--- config.mk ---
export PLATFORM = sky130hd
export DESIGN_NAME = sram_arbiter
export DESIGN_NICKNAME = d
export VERILOG_FILES = /design/src/rtl/sram_arbiter_pkg.sv /design/src/rtl/sram_arbiter.sv
export SDC_FILE = /design/constraint.sdc
export NUM_CORES = 1
export LEC_CHECK = 0
export BUFFER_PORTS_ARGS = -buffer_cell sky130_fd_sc_hd__buf_2
export CAP_MARGIN = 5
export CORE_ASPECT_RATIO = 1.5
export CORE_UTILIZATION = 35
export DETAILED_ROUTE_END_ITERATION = 10
export MAX_ROUTING_LAYER = met4
export SLEW_MARGIN = 15
export SYNTH_ARGS = -nofsm -noshare
export SYNTH_HDL_FRONTEND = slang
export SYNTH_SLANG_ARGS = --single-unit
--- constraint.sdc ---
create_clock -name clk50 -period 6.2 [get_ports clk50]
set_clock_uncertainty 0.1 [all_clocks]
set_input_delay 0.93 -clock clk50 [delete_from_list [all_inputs] [get_ports clk50]]
set_output_delay 0.93 -clock clk50 [all_outputs]
set_load 0.005 [all_outputs]
--- src/rtl/sram_arbiter_pkg.sv ---
// Shared op codes, arbiter state encodings and command types for the SRAM arbiter.
// MEM_* values mirror the memory-op encoding used by the pipeline and sram_control.
package sram_arbiter_pkg;

  localparam logic [3:0] MEM_NOP = 4'd0;
  localparam logic [3:0] MEM_LW  = 4'd1;
  localparam logic [3:0] MEM_LB  = 4'd2;
  localparam logic [3:0] MEM_LBU = 4'd3;
  localparam logic [3:0] MEM_LH  = 4'd4;
  localparam logic [3:0] MEM_LHU = 4'd5;
  localparam logic [3:0] MEM_SW  = 4'd6;
  localparam logic [3:0] MEM_SB  = 4'd7;
  localparam logic [3:0] MEM_SH  = 4'd8;

  localparam logic [1:0] ARB_IDLE = 2'd0;
  localparam logic [1:0] ARB_DATA = 2'd1;
  localparam logic [1:0] ARB_INST = 2'd2;

  typedef enum logic {
    GRANT_INST = 1'b0,
    GRANT_DATA = 1'b1
  } grant_t;

  typedef struct packed {
    logic [3:0]  op;
    logic [19:0] addr;
    logic [31:0] wdata;
  } ram_cmd_t;

endpackage

--- src/rtl/sram_arbiter.sv ---
// Two-port arbiter sharing one sram_control port between instruction fetch and data access.
// Holds the granted op until success, then forces an idle cycle and pulses done to the winner.
module sram_arbiter
  import sram_arbiter_pkg::*;
#(
  parameter bit DATA_FIRST = 1'b1
) (
  input  logic        clk50,
  input  logic        rst,
  input  logic        inst_req_i,
  input  logic [19:0] inst_addr_i,
  output logic [31:0] inst_data_o,
  output logic        inst_done_o,
  input  logic        data_req_i,
  input  logic [3:0]  data_op_i,
  input  logic [19:0] data_addr_i,
  input  logic [31:0] data_wdata_i,
  output logic [31:0] data_rdata_o,
  output logic        data_done_o,
  output logic [3:0]  ramOp_o,
  output logic [19:0] ramAddr_o,
  output logic [31:0] storeData_o,
  input  logic [31:0] loadData_i,
  input  logic        success_i,
  output logic        stall_o
);

  logic [1:0] state;
  grant_t     last_grant;
  logic       inst_pend;
  logic       data_pend;
  logic       grant_data;
  logic       grant_inst;
  ram_cmd_t   cmd;

  // Masking with done keeps a request that is still high in its own done cycle from being re-granted.
  assign inst_pend = inst_req_i & ~inst_done_o;
  assign data_pend = data_req_i & ~data_done_o & (data_op_i != MEM_NOP);

  assign stall_o = (inst_req_i & ~inst_done_o) | (data_req_i & ~data_done_o);

  always_comb begin
    grant_data = 1'b0;
    grant_inst = 1'b0;
    cmd        = '0;
    if (state == ARB_IDLE) begin
      if (data_pend && (!inst_pend || DATA_FIRST || (last_grant == GRANT_INST))) begin
        grant_data = 1'b1;
      end else if (inst_pend) begin
        grant_inst = 1'b1;
      end
    end
    if (grant_data) begin
      cmd.op    = data_op_i;
      cmd.addr  = data_addr_i;
      cmd.wdata = data_wdata_i;
    end else if (grant_inst) begin
      cmd.op    = MEM_LW;
      cmd.addr  = inst_addr_i;
      cmd.wdata = 32'd0;
    end
  end

  always_ff @(posedge clk50 or posedge rst) begin
    if (rst) begin
      state        <= ARB_IDLE;
      last_grant   <= GRANT_INST;
      ramOp_o      <= MEM_NOP;
      ramAddr_o    <= 20'd0;
      storeData_o  <= 32'd0;
      inst_data_o  <= 32'd0;
      data_rdata_o <= 32'd0;
      inst_done_o  <= 1'b0;
      data_done_o  <= 1'b0;
    end else begin
      inst_done_o <= 1'b0;
      data_done_o <= 1'b0;
      case (state)
        ARB_IDLE: begin
          if (grant_data || grant_inst) begin
            ramOp_o     <= cmd.op;
            ramAddr_o   <= cmd.addr;
            storeData_o <= cmd.wdata;
            state       <= grant_data ? ARB_DATA : ARB_INST;
            last_grant  <= grant_data ? GRANT_DATA : GRANT_INST;
          end
        end
        ARB_DATA: begin
          if (success_i) begin
            data_rdata_o <= loadData_i;
            data_done_o  <= 1'b1;
            ramOp_o      <= MEM_NOP;
            state        <= ARB_IDLE;
          end
        end
        ARB_INST: begin
          if (success_i) begin
            inst_data_o <= loadData_i;
            inst_done_o <= 1'b1;
            ramOp_o     <= MEM_NOP;
            state       <= ARB_IDLE;
          end
        end
        default: begin
          ramOp_o <= MEM_NOP;
          state   <= ARB_IDLE;
        end
      endcase
    end
  end

endmodule

==> results of run 1 <==
-- layer usage --
metal	part of all wire	track usage	vias to the layer above
met3	0.080	0.05342	21
met5	0	-	-
li1	-	-	1911
met4	0.020	0.08529	0
met1	0.38	0.2157	2035
met2	0.52	0.3252	197
-- path summary, 6_finish.rpt --
kind | start | endpoint | slack [ps] | cells past startpoint
worst min register to register | inst_data_o[14] | inst_data_o[14] | 400 | 1
max in group asynchronous | rst | inst_data_o[27] | 4120 | 3
worst max-delay path | data_op_i[0] | ramAddr_o[4] | 3430 | 4
min in group asynchronous | rst | inst_data_o[24] | 560 | 2
worst max register to register | state[0] | ramAddr_o[4] | 3480 | 6
worst min-delay path | inst_data_o[14] | inst_data_o[14] | 400 | 1
-- Yosys cell counts (all sizes together), types with 3 or more instances --
cell      n
nand2    41
and3     20
a221o    20
inv       6
clkbuf    9
nand2b    3
mux2     64
dfrtp   124
nand3    32
nor4      3
o211ai    3
buf      21
nand4     3
o21ai    34
ha        3
nor2b     3
a21oi     3
-- stage by stage --
stage          hold WS (ps)  instance area (um^2)  power (mW)
2_1_floorplan         402.3                  5026       1.992
3_3_place_gp          382.6                  6350       2.516
3_5_place_dp          387.0                  6350       2.565
4_1_cts               403.0                  6913       3.520
5_1_grt               414.8                  6918       3.701
6_report              400.3                  6918       3.474
-- cell usage in the layout (no fill, tap or decap), drive strengths merged --
cell type  instances
or4                1
nand3             32
o22ai              1
clkinvlp           3
clkbuf            18
a221o             20
diode              2
buf              241
ha                 3
a211oi             1
nor3               1
a32oi              1
nor4               3
inv               14
clkinv             3
and3              20
nand3b             1
nor2b              3
mux2              64
nand2b             3
a21oi              3
o211ai             3
o21ai             34
a21boi             1
and3b              1
dfrtp            124
nand2             41
nand4              3
nor2               2
-- registers in the layout, indices dropped and copies added (netlist names) --
name          count
ramAddr_o        20
inst_done_o       1
data_done_o       1
inst_data_o      32
storeData_o      32
data_rdata_o     32
state             2
ramOp_o           4
-- report_power, final --
part           total, mW  leakage, nW  internal [mW]  switching, mW
registers           1.39         1.53           1.18          0.202
clock network      0.935        0.269          0.536          0.399
logic               1.15         1.73          0.611          0.542
-- cell type report --
class	instances	area, um^2
timing repair buffer	241	1221
multi-input combinational	242	1760
antenna	2	5.005
sequential	124	3103
inverter	6	25.02
clock inverter	14	123.9
fill	1307	7074
clock buffer	18	439.2
tap	192	240.2
-- worst register-to-register path: stages, from the launching register on --
cell and delay (ps):
dfrtp_1 390, inv_1 110, ha_1 390, and3b_2 890
a21boi_1 160, buf_4 240, a221o_1 310
-- cell families (layout without fill, tap and decap cells) --
logic type / count (synthesis) / after routing / synth area share
buffers and inverters: 36 / 279 / 0.03435
AOI/OAI and AO/OA: 64 / 64 / 0.08713
DFF: 124 / 124 / 0.6174
and+or+nand+nor: 111 / 111 / 0.1103
other: 0 / 2 / 0
muxes: 64 / 64 / 0.1434
adders and majority gates: 3 / 3 / 0.007469
==> out/metrics.cfg, run 1 <==
[clock_network]
ctsResizeCount = 0
cts_tree = yes
cts_hold_buffers = 0
htree_levels = 4
max-clock-path-buffers = 2
numCtsBuffers = 17
cts.sinks = 124
clkTransAtPathRegs_ps = 60
clk_latency_ps = 400
cts_setup_buffers = 0
cts-root-buf = clkbuf_16

[grt]
grt_max_degree = 68
antenna_found_initial = 2
track_usage = 0.1943
grt_pass1_vias = 4376
grt_pass1_wl_um = 21610
grt-ovfl-total = 0

[placed_design]
dpl.hpwl_um = 9567
dp.cells = 805
place_ws_ps = 3041
place.gp.congestion = 0.7721
port_buffers = 235

[logic_synthesis]
ys_ff_latch = 124
syn_area_per_cell_um2 = 12.50
syn-num-nets = 518
synth_flop_cell = dfrtp_1
syn_inst = 402
synth_edf_count = 0
ys_top_cells_by_area = dfrtp_1, mux2_2, a221o_1, o21ai_0, nand3_1
yosysUniqueCellTypes = 28
synth_top_area_share = 0.6174
netlist_area_um2 = 5026
async_reset_ff_frac = 1.000
ys_warn_count = 0
yosysTopAreaCell = dfrtp_1
ys_seq_area_frac = 0.6174

[floorplanning]
die-area_um2 = 14850
io_pins = 236
core-area_um2 = 13990
initial_core_util = 0.3592
core.rowCount = 53
die_h_um = 148.8
die_x_um = 99.85

[worst_hold_path]
hp-class = flop to flop

[worst_setup_path]
cp_top_family = compound AO/OA/AOI/OAI gates
endpoint_kind = flop
path_cells = buf_2 > or4_4 > a21oi_2 > a221o_1
critPathLaunchType = input pin
cp.required_ps = 6430
crit_arrival_ps = 3000
crit_path_top_delay_cell = a21oi_2
max_stage_delay_ps = 830
critPathMaxFanout = 56
worst-setup-path-type = input pin to flop
path_buf_inv = 1

[route]
routed_wirelength_um = 13740
first_pass_iters = 5
drtIter0Drc = 191
avgRoutedWirePerCell_um = 16.38
vias = 4164
drc = 0
viasPerCell = 4.963
ant_nets = 0

[timing]
period_needed_ps = 2773
max_freq_mhz = 360.7
setup_tns_ps = 0
finalCritPeriodShare = 0.4472
rsz0062_at_grt = no
maxSlewHeadroom = 0.3811
setup_ws_ps = 3427
setup_viol = 0
worstMarginPinSlew_ps = 928.3
maxSlewViolCount = 0
finalHoldViolCount = 0

[cells_and_area]
final_core_util = 0.4944
nNetsFinal = 748
syn2layout_area_growth_pct = 37.64
drive_gt1_frac = 0.5302
fin_cells = 839

[pwr]
powerDensity_nw_per_um2 = 502.1
p_leak_nw = 3.529
vdd_drop_max_uv = 276.7

[job]
drv_cap = 0

[outcome]
status = complete, no violations

Note: power is estimated with default switching activity, not from simulation.
==> run 2: changes to the inputs <==
--- a/config.mk
+++ b/config.mk
@@ -5,12 +5,14 @@
 export SDC_FILE = /design/constraint.sdc
 export NUM_CORES = 1
 export LEC_CHECK = 0
+export ABC_AREA = 1
 export BUFFER_PORTS_ARGS = -buffer_cell sky130_fd_sc_hd__buf_2
 export CAP_MARGIN = 5
 export CORE_ASPECT_RATIO = 1.5
 export CORE_UTILIZATION = 35
 export DETAILED_ROUTE_END_ITERATION = 10
 export MAX_ROUTING_LAYER = met4
+export PLACE_DENSITY = 0.65
 export SLEW_MARGIN = 15
 export SYNTH_ARGS = -nofsm -noshare
 export SYNTH_HDL_FRONTEND = slang
==> constraint.sdc (replaced) <==
create_clock -name clk50 -period 2.5 [get_ports clk50]
set_clock_uncertainty 0.1 [all_clocks]
set_input_delay 0.375 -clock clk50 [delete_from_list [all_inputs] [get_ports clk50]]
set_output_delay 0.375 -clock clk50 [all_outputs]
set_load 0.005 [all_outputs]
==> run 2 against run 1 <==
Effect of this change: synthesized area rose by 1.4%; combinational power rose to 2.5 times the previous value; largest power group unchanged; cell count rose by 17%; routed wire length fell by 6.6%; first-iteration DRC count fell by 37%; die area rose by 1.4%; non-clock buffer count rose by 3; flip-flop and latch count did not move.
==> out/metrics.cfg, run 2 <==
[outcome]
status = complete, no violations  ; unchanged

[worst_hold_path]
hp-class = input pin to asynchronous set/reset pin  ; was flop to flop

[placed_design]
port_buffers = 235  ; unchanged
place.gp.congestion = 0.7686  ; was 0.7721
dpl.hpwl_um = 8963  ; was 9567 um
dpl_cell_area_um2 = 6457  ; was 6350 um^2

[clock_network]
cts_hold_buffers = 0  ; unchanged
clk_latency_ps = 400  ; about the same
max-clock-path-buffers = 2  ; unchanged
cts_tree = yes  ; unchanged
cts-root-buf = clkbuf_16  ; unchanged
ctsResizeCount = 0  ; unchanged
numCtsBuffers = 17  ; unchanged
cts_setup_buffers = 0  ; unchanged
clkTransAtPathRegs_ps = 60  ; about the same
htree_levels = 4  ; unchanged
cts.sinks = 124  ; unchanged

[logic_synthesis]
synth_edf_count = 0  ; unchanged
synthTopCellsByCount = nand2_1, dfrtp_1, nand3_1  ; was dfrtp_1, mux2_2, nand2_1
yosysUniqueCellTypes = 18  ; was 28
async_reset_ff_frac = 1.000  ; unchanged
ys_top_cells_by_area = dfrtp_1, nand2_1, nand3_1, o21ai_0, nand3_2  ; was dfrtp_1, mux2_2, a221o_1, o21ai_0, nand3_1
yosysTopAreaCell = dfrtp_1  ; unchanged
synth_top_area_share = 0.6087  ; was 0.6174
ys_ff_latch = 124  ; unchanged
syn-num-nets = 661  ; was 518
yosysMostFrequentCell = nand2_1  ; was dfrtp_1
syn_area_per_cell_um2 = 9.353  ; was 12.50 um^2
ys_seq_area_frac = 0.6087  ; was 0.6174
syn_inst = 545  ; was 402
netlist_area_um2 = 5097  ; was 5026 um^2
synth_flop_cell = dfrtp_1  ; unchanged
ys_warn_count = 0  ; unchanged

[timing]
maxSlewHeadroom = 0.5362  ; was 0.3811
finalCritPeriodShare = 0.7375
worstMarginPinSlew_ps = 695.8  ; was 928.3 ps
setup_viol = 0  ; unchanged
period_needed_ps = 1844
setup_tns_ps = 0  ; unchanged
finalHoldViolCount = 0  ; unchanged
rsz0062_at_grt = no  ; unchanged
maxSlewViolCount = 0  ; unchanged
max_freq_mhz = 542.4

[floorplanning]
core-area_um2 = 14120  ; was 13990 um^2
die-area_um2 = 15060  ; was 14850 um^2
core.rowCount = 53  ; unchanged
initial_core_util = 0.3609  ; was 0.3592
die_x_um = 100.5  ; was 99.85 um
io_pins = 236  ; unchanged
die_h_um = 149.8  ; was 148.8 um

[grt]
grt-ovfl-total = 0  ; unchanged
grt_pass1_wl_um = 20470  ; was 21610 um
grt_max_degree = 125  ; was 68
grt_use_met1 = 0.2064  ; was 0.2157
track_usage = 0.1807  ; was 0.1943
grt_pass1_vias = 4333  ; was 4376
met3_usage = 0.05652  ; was 0.05342
antenna_found_initial = 2  ; unchanged
grt_use_met2 = 0.2935  ; was 0.3252
busiest_layer = met2  ; unchanged

[worst_setup_path]
critPathLaunchType = flop  ; was input pin
worst-setup-path-type = flop to flop  ; was input pin to flop
cp.required_ps = 2680  ; was 6430 ps
critPathMaxFanout = 29  ; was 56
crit_arrival_ps = 2020  ; was 3000 ps
rrSetupSlack_ps = 660  ; was 3480 ps
endpoint_kind = flop  ; unchanged

[cells_and_area]
syn2layout_area_growth_pct = 40.35  ; was 37.64%
final_area_um2 = 7154  ; was 6918 um^2
top_regs = data_rdata_o: 32 flops, inst_data_o: 32 flops, storeData_o: 32 flops  ; unchanged
final_common_cell = buf_2  ; unchanged
mostFrequentLayoutCells = buf_2, nand2_1, dfrtp_1, nand3_1, o21ai_0  ; was buf_2, dfrtp_1, mux2_2, nand2_1, o21ai_0
num-fill-cells = 1403  ; was 1307
nNetsFinal = 891  ; was 748
drive_gt1_frac = 0.3850  ; was 0.5302

[route]
viasPerCell = 4.561  ; was 4.963
first_pass_iters = 4  ; was 5
ant_nets = 0  ; unchanged
routed_wirelength_um = 12830  ; was 13740 um
vias = 4474  ; was 4164
drc = 0  ; unchanged
drtIter0Drc = 120  ; was 191
avgRoutedWirePerCell_um = 13.08  ; was 16.38 um

[pwr]
p_leak_nw = 4.019  ; was 3.529 nW
vdd_drop_max_uv = 552.0  ; was 276.7 uV
powerDensity_nw_per_um2 = 1295  ; was 502.1 nW/um^2

[job]
drv_cap = 0  ; unchanged

==> run 2: worst max-delay path, stage by stage, from the launching register on <==
cell,delay (ps)
dfrtp_1,390
inv_1,80
ha_1,240
nand3_4,310
buf_4,380
nand3_1,130
nand3_1,70
==> run 2: per-stage QoR <==
| step | setup WS, ps | hold slack, ps | std cells | util | total power [mW] |
|---|---|---|---|---|---|
| final | 656.2 | 34.86 | 981 | 0.5065 | 9.265 |
| after global routing | 512.6 | 62.27 | 981 | 0.5065 | 9.978 |
| after CTS | 623.7 | 49.53 | 979 | 0.5062 | 9.416 |
| after detailed placement | 625.7 | 362.2 | 948 | 0.4572 | 6.481 |
| after global placement | 666.5 | 350.8 | 948 | 0.4572 | 6.403 |
| after floorplan | 499.7 | 365.4 | 545 | - | 5.063 |
==> run 2: final timing paths <==
path / startpoint / to / depth (start not counted)
max: state[0] / ramAddr_o[18] / 6
min: rst / data_rdata_o[23] / 3
max reg2reg: state[0] / ramAddr_o[18] / 6
min reg2reg: ramOp_o[2] / ramOp_o[2] / 2
max in group asynchronous: rst / inst_data_o[18] / 3
min in group clk50: data_wdata_i[21] / storeData_o[21] / 3
==> run 2: cell families after synthesis <==
kind of cell               share of synthesized area
and+or+nand+nor                               0.2499
DFF                                           0.6087
buffers and inverters                        0.06824
AOI/OAI and AO/OA                            0.06578
adders and majority gates                   0.007365
==> run 2: final cells by class <==
| type | instances | area (um^2) | share of cell area |
|---|---|---|---|
| inverter | 44 | 168.9 | 0.02361 |
| clock inverter | 13 | 262.8 | 0.03673 |
| multi-input combinational | 344 | 1652 | 0.2308 |
| tap | 192 | 240.2 | 0.03358 |
| timing repair buffer | 244 | 1294 | 0.1808 |
| clock buffer | 18 | 429.2 | 0.05999 |
| sequential | 124 | 3103 | 0.4337 |
| antenna | 2 | 5.005 | 0.0006995 |
==> run 2: per-layer routing <==
| layer | wire length (um) | part of all wire | up-vias |
|---|---|---|---|
| li1 | - | - | 2209 |
| met1 | 5264 | 0.41 | 2077 |
| met2 | 6439 | 0.50 | 171 |
| met3 | 886 | 0.069 | 17 |
| met4 | 244 | 0.019 | 0 |
| met5 | 0 | 0 | - |
==> run 2: power breakdown <==
group / switching [mW] / leakage, nW / internal, mW / total, mW
clock: 0.896 / 0.335 / 1.98 / 2.87
sequential: 0.517 / 1.56 / 2.95 / 3.47
combinational: 1.61 / 2.12 / 1.32 / 2.92
total: 3.02 / 4.02 / 6.25 / 9.26
